### src/rtl/adapter_pkg.sv
// Shared adapter definitions: DLA word width, default receive buffer
// geometry and the receive-side state encoding.
package adapter_pkg;

  localparam int DLA_DATA_W   = 64;
  localparam int RX_DEPTH     = 16;
  localparam int RX_CRD_BATCH = 4;

  typedef enum logic [1:0] {
    IDLE  = 2'd0,
    INIT  = 2'd1,
    RUN   = 2'd2,
    DRAIN = 2'd3
  } rx_state_e;

endpackage

### src/rtl/rx_credit_ctrl.sv
// Credit return controller for the RDI receive adapter. Accumulates
// credited pops, decides when to return them as a batch (or as a
// flush when the buffer has emptied) and owns the lp_crd_* registers.
module rx_credit_ctrl
  import adapter_pkg::*;
#(
  parameter int DEPTH     = RX_DEPTH,
  parameter int CRD_BATCH = RX_CRD_BATCH,
  parameter int CNT_W     = $clog2(DEPTH + 1)
) (
  input  logic             clk_i,
  input  logic             rst_i,
  input  rx_state_e        state,
  input  logic             pop,
  input  logic             buf_empty,
  output logic             lp_crd_valid_o,
  output logic [CNT_W-1:0] lp_crd_cnt_o
);

  logic [CNT_W-1:0] crd_acc;
  logic             credit_pop;
  logic             do_return;

  // Only RUN pops earn credit; a return is held off while the previous
  // pulse is still on the wire so two pulses are never back to back.
  always_comb begin
    credit_pop = pop && (state == RUN);
    do_return  = (state == RUN) && !lp_crd_valid_o &&
                 ((crd_acc >= CNT_W'(CRD_BATCH)) ||
                  ((crd_acc != '0) && buf_empty));
  end

  // Accumulator and registered credit pulse; INIT advertises the whole buffer.
  always_ff @(posedge clk_i) begin
    if (rst_i) begin
      crd_acc        <= '0;
      lp_crd_valid_o <= 1'b0;
      lp_crd_cnt_o   <= '0;
    end else begin
      lp_crd_valid_o <= 1'b0;
      lp_crd_cnt_o   <= '0;
      if (state == INIT) begin
        lp_crd_valid_o <= 1'b1;
        lp_crd_cnt_o   <= CNT_W'(DEPTH);
        crd_acc        <= '0;
      end else if (state == IDLE) begin
        crd_acc <= '0;
      end else if (do_return) begin
        lp_crd_valid_o <= 1'b1;
        lp_crd_cnt_o   <= crd_acc;
        crd_acc        <= credit_pop ? CNT_W'(1) : '0;
      end else if (credit_pop) begin
        crd_acc <= crd_acc + CNT_W'(1);
      end
    end
  end

endmodule

### src/rtl/rdi_rx_adapter.sv
// Receive-side RDI adapter: buffers words arriving on pl_data/pl_valid,
// hands them to the DLA under on/off flow control and returns consumed
// slots to the far-end transmitter as batched credits.
// Optional build macro RDI_RX_PARITY_EN adds an even-parity checker
// (pl_parity input, sticky parity_err_o output).
module rdi_rx_adapter
  import adapter_pkg::*;
#(
  parameter int DATA_W    = DLA_DATA_W,
  parameter int DEPTH     = RX_DEPTH,
  parameter int CRD_BATCH = RX_CRD_BATCH,
  parameter int CNT_W     = $clog2(DEPTH + 1)
) (
  input  logic              clk_i,
  input  logic              rst_i,
  input  logic              enable_i,
  input  logic [DATA_W-1:0] pl_data,
  input  logic              pl_valid,
`ifdef RDI_RX_PARITY_EN
  input  logic              pl_parity,
  output logic              parity_err_o,
`endif
  output logic              lp_crd_valid_o,
  output logic [CNT_W-1:0]  lp_crd_cnt_o,
  output logic [DATA_W-1:0] data_out,
  output logic              is_valid_out,
  input  logic              is_on_off_in,
  input  logic              is_allocatable_in,
  output logic [CNT_W-1:0]  fill_o,
  output logic              overflow_o
);

  localparam int PTR_W = $clog2(DEPTH);

  rx_state_e         state;
  rx_state_e         state_next;
  logic [PTR_W-1:0]  wr_ptr;
  logic [PTR_W-1:0]  rd_ptr;
  logic [DATA_W-1:0] mem [DEPTH];
  logic              active;
  logic              buf_empty;
  logic              buf_full;
  logic              pop_now;
  logic              push_ok;
  logic              drop;

  // Push/pop qualification; at full a push survives only alongside a pop.
  always_comb begin
    active    = (state == RUN) || (state == DRAIN);
    buf_empty = (fill_o == '0);
    buf_full  = (fill_o == CNT_W'(DEPTH));
    pop_now   = active && !buf_empty && is_on_off_in && is_allocatable_in;
    push_ok   = pl_valid && active && (!buf_full || pop_now);
    drop      = pl_valid && !push_ok;
  end

  // State register.
  always_ff @(posedge clk_i) begin
    if (rst_i) begin
      state <= IDLE;
    end else begin
      state <= state_next;
    end
  end

  // Next-state logic; DRAIN waits until the last buffered word has left.
  always_comb begin
    state_next = state;
    unique case (state)
      IDLE:    if (enable_i) state_next = INIT;
      INIT:    state_next = RUN;
      RUN:     if (!enable_i) state_next = DRAIN;
      DRAIN: begin
        if (enable_i) begin
          state_next = RUN;
        end else if (buf_empty && !pop_now) begin
          state_next = IDLE;
        end
      end
      default: state_next = IDLE;
    endcase
  end

  // Buffer storage; contents need no reset since the pointers define validity.
  always_ff @(posedge clk_i) begin
    if (push_ok) begin
      mem[wr_ptr] <= pl_data;
    end
  end

  // Pointers, occupancy and the sticky drop flag.
  always_ff @(posedge clk_i) begin
    if (rst_i) begin
      wr_ptr     <= '0;
      rd_ptr     <= '0;
      fill_o     <= '0;
      overflow_o <= 1'b0;
    end else begin
      if (push_ok) wr_ptr <= wr_ptr + PTR_W'(1);
      if (pop_now) rd_ptr <= rd_ptr + PTR_W'(1);
      fill_o <= fill_o + CNT_W'(push_ok) - CNT_W'(pop_now);
      if (drop) overflow_o <= 1'b1;
    end
  end

  // DLA output register: one-cycle valid per popped word, data held otherwise.
  always_ff @(posedge clk_i) begin
    if (rst_i) begin
      data_out     <= '0;
      is_valid_out <= 1'b0;
    end else begin
      is_valid_out <= pop_now;
      if (pop_now) data_out <= mem[rd_ptr];
    end
  end

`ifdef RDI_RX_PARITY_EN
  // Even-parity check on accepted words; a bad word is still delivered.
  always_ff @(posedge clk_i) begin
    if (rst_i) begin
      parity_err_o <= 1'b0;
    end else if (push_ok && ((^pl_data) != pl_parity)) begin
      parity_err_o <= 1'b1;
    end
  end
`endif

  rx_credit_ctrl #(
    .DEPTH     (DEPTH),
    .CRD_BATCH (CRD_BATCH),
    .CNT_W     (CNT_W)
  ) u_credit (
    .clk_i          (clk_i),
    .rst_i          (rst_i),
    .state          (state),
    .pop            (pop_now),
    .buf_empty      (buf_empty),
    .lp_crd_valid_o (lp_crd_valid_o),
    .lp_crd_cnt_o   (lp_crd_cnt_o)
  );

endmodule

### config.mk
export PLATFORM = sky130hd
export DESIGN_NAME = rdi_rx_adapter
export DESIGN_NICKNAME = d
export VERILOG_FILES = /design/src/rtl/adapter_pkg.sv /design/src/rtl/rx_credit_ctrl.sv /design/src/rtl/rdi_rx_adapter.sv
export SDC_FILE = /design/constraint.sdc
export NUM_CORES = 1
export LEC_CHECK = 0
export CORE_MARGIN = 1
export CORE_UTILIZATION = 33
export DETAILED_ROUTE_END_ITERATION = 8
export GPL_ROUTABILITY_DRIVEN = 0
export SETUP_SLACK_MARGIN = 0.5
export SLEW_MARGIN = 20
export SYNTH_ARGS = -nofsm -noshare
export SYNTH_HDL_FRONTEND = slang
export SYNTH_SLANG_ARGS = --single-unit
### constraint.sdc
create_clock -name clk_i -period 8.3 [get_ports clk_i]
set_input_delay 2.49 -clock clk_i [delete_from_list [all_inputs] [get_ports clk_i]]
set_output_delay 2.49 -clock clk_i [all_outputs]
set_load 0.03 [all_outputs]
==> results.sh <==
export IMPL_status="finished, final reports clean"
export IMPL_port_buffers=146
export IMPL_worstMarginPinSlew_ns=1.12
export IMPL_drt_wirelength_per_cell_microns=24.1
export IMPL_crit_required_ns=8.62
export IMPL_crit_fanout=25
export IMPL_drive_gt1_share_pct=21.6
export IMPL_cts_setup_buffers=0
export IMPL_htreeDepth=3
export IMPL_whs_endpoint="data_out[27]$_SDFFE_PP0N_"
export IMPL_cts_resized=0
export IMPL_syn_inst=1867
export IMPL_design_area_sq_mm=0.0489
export IMPL_nets=2143
export IMPL_synth_top_family_by_area="multiplexers"
export IMPL_worstSetupStartpointType="input pin"
export IMPL_vias=19088
export IMPL_synth_top_area_share_pct=73.1
export IMPL_clock_path_buffers=3
export IMPL_cts_hold_buf=0
export IMPL_worstHoldStart="data_out[27]$_SDFFE_PP0N_"
export IMPL_core_area_sq_mm=0.126
export IMPL_end_kind="flop"
export IMPL_hold_path_class="flop to flop"
export IMPL_hold_path_cell_count=2
export IMPL_grt_max_degree=88
export IMPL_hpwl_microns=51500
export IMPL_slew_headroom_pct=25.1
export IMPL_boundaryPins=147
export IMPL_first_global_vias=20638
export IMPL_synthAdderAreaFrac_pct=0.435
export IMPL_drv_cap=0
export IMPL_clockRootBuffer="clkbuf_16"
export IMPL_drt_wl_total_microns=91500
export IMPL_maxSlewViolCount=0
export IMPL_die_w_microns=359
export IMPL_synth_edff_count=1024
export IMPL_rsz0062_at_grt="no"
export IMPL_async_reset_ff_share_pct=0
export IMPL_yosys_area_share_simple_pct=0.970
export IMPL_antenna_found_initial=6
export IMPL_via_per_inst=5.02
export IMPL_cts_buffers=109
export IMPL_clk_latency_ns=0.68
export IMPL_fin_crit_sh_pct=64.4
export IMPL_reg2reg_slack_ns=4.57
export IMPL_hold_worst_slack_ns=0.480
export IMPL_setup_tns_ns=0
export IMPL_yosysWarnings=0
export IMPL_die_h_microns=359
export IMPL_timing_rr_start="fill_o[2]$_SDFF_PP0_"
export IMPL_synthMuxAreaShare_pct=16.8
export IMPL_yosysMostFrequentCell="edfxtp_1"
export IMPL_synth_avg_cell_area_sq_um=22.5
export IMPL_drt_iter0_markers=1292
export IMPL_setup_viol=0
export IMPL_place_area_sq_mm=0.0454
export IMPL_num_fill_cells=11065
export IMPL_synth_common_cells="1024 x edfxtp_1, 256 x mux4_2, 129 x mux2i_1, 92 x dfxtp_1"
export IMPL_worstSetupPathType="input pin to flop"
export IMPL_placed_cells=3597
export IMPL_area_delta_synth_final_pct=16.4
export IMPL_cts_sinks=1116
export IMPL_final_cells=3802
export IMPL_num_antenna_cells=0
export IMPL_grt_usage_pct=14.1
export IMPL_synthXorXnorAreaFrac_pct=0.250
export IMPL_syn_num_nets=1951
export IMPL_synth_compound_area_share_pct=2.39
export IMPL_peakVddDrop_uv=161
export IMPL_drtAntennaViolNets=0
export IMPL_critPathArrivalTime_ns=5.66
export IMPL_rr_worst_depth=7
export IMPL_cts_tree="yes"
export IMPL_drc_errors=0
export IMPL_clkTransAtPathRegs_ns=0.06
export IMPL_start_util_pct=33.3
export IMPL_hold_viol=0
export IMPL_grt_pass1_wl_microns=136000
export IMPL_rr_endpoint="mem[13][62]$_DFFE_PP_"
export IMPL_p_leak_uw=0.0145
export IMPL_dieArea_sq_mm=0.129
export IMPL_min_period_ns=5.35
export IMPL_synth_seq_cells=1116
export IMPL_power_density_mw_per_mm2=234
export IMPL_firstDrtPassIters=5
export IMPL_syn_area_sq_mm=0.0420
export IMPL_seq_area_frac_synth_pct=77.5
export IMPL_finClkSkew_ns=0.0241
export IMPL_grt_remaining_overflow=0
export IMPL_max_freq_mhz=187
export IMPL_num_rows=130
export IMPL_synth_area_leaders="edfxtp_1 73%, mux4_2 14%, dfxtp_1 4.4%"
export IMPL_yosys_most_used_dff="edfxtp_1"
export IMPL_synth_cell_type_count=41
export IMPL_yosysTopAreaCell="edfxtp_1"
export IMPL_power_uw=11400
[sequential cells by signal, summed over array words and instances, names as in the netlist]
name                     cells
u_credit.crd_acc             5
fill_o                       5
state                        2
rd_ptr                       4
mem                       1024
wr_ptr                       4
u_credit.lp_crd_valid_o      1
is_valid_out                 1
u_credit.lp_crd_cnt_o        5
data_out                    64
overflow_o                   1
[routing by layer]
layer / global-route usage, % / up-vias / share of wire, %
met5: 0 / - / 0.063
met4: 3.89 / 8 / 1.8
met3: 2.98 / 111 / 5.7
met2: 23.6 / 510 / 50
met1: 18.6 / 10226 / 43
li1: - / 8233 / -
[cell type report]
class | instances | area (sq um) | share of cell area, %
clock inverter | 54 | 474 | 0.969
multi-input combinational | 638 | 8900 | 18.2
sequential | 1116 | 32600 | 66.6
clock buffer | 150 | 2980 | 6.10
tap | 1650 | 2060 | 4.22
timing repair buffer | 181 | 1850 | 3.78
inverter | 13 | 48.8 | 0.0997
[through the flow]
step,setup slack (ns),utilization (%)
floorplan,1.89,-
global placement,2.33,36.0
detailed placement,2.28,36.0
CTS,3.01,38.8
global route,2.84,38.8
finish,2.95,38.8
[critical path, cell delays in order]
cell and delay, ns:
clkdlybuf4s50_1 0.51, nand2_1 0.16, a31oi_1 0.67, nand2_1 0.45, nor2_4 0.85, buf_4 0.51
[cells in the final DEF (no fill, tap or decap), types with 12 or more instances in the layout]
master and n:
edfxtp_1 1024, mux4_2 256, clkdlybuf4s50_1 146, mux2i_1 129
clkbuf_16 111, dfxtp_1 89, a2bb2oi_1 64, o21ai_1 64
clkbuf_1 33, buf_4 25, clkinv_1 22, nor2_1 17
clkinv_2 16, inv_1 13, ha_1 13, nor2_4 12
[logic make-up after synthesis]
logic type	count (synthesis)
buffers and inverters	113
XOR/XNOR	12
multiplexers	385
flip-flops	1116
AO/OA/AOI/OAI	148
AND/OR/NAND/NOR	79
adder cells (fa/ha/maj)	14
[worst max path at each step]
stage          cells after the start  slack (ns)              start                    end
3_3_place_gp                       6        2.33       is_on_off_in  mem[10][58]$_DFFE_PP_
2_1_floorplan                      4        1.89  is_allocatable_in   mem[12][0]$_DFFE_PP_
4_1_cts                            6        3.01       is_on_off_in   mem[10][8]$_DFFE_PP_
6_report                           6        2.95       is_on_off_in  mem[13][62]$_DFFE_PP_
3_5_place_dp                       6        2.28       is_on_off_in  mem[10][55]$_DFFE_PP_
5_1_grt                            6        2.84       is_on_off_in  mem[13][62]$_DFFE_PP_
[where the power goes]
| part | internal (uW) | total [uW] | switching, uW | leakage, uW |
|---|---|---|---|---|
| registers | 6170 | 6200 | 27.7 | 0.00995 |
| logic | 185 | 443 | 259 | 0.00282 |
| clock network | 2760 | 4790 | 2030 | 0.00169 |
| total | 9110 | 11400 | 2320 | 0.0145 |
Note: power is estimated with default switching activity, not from simulation.
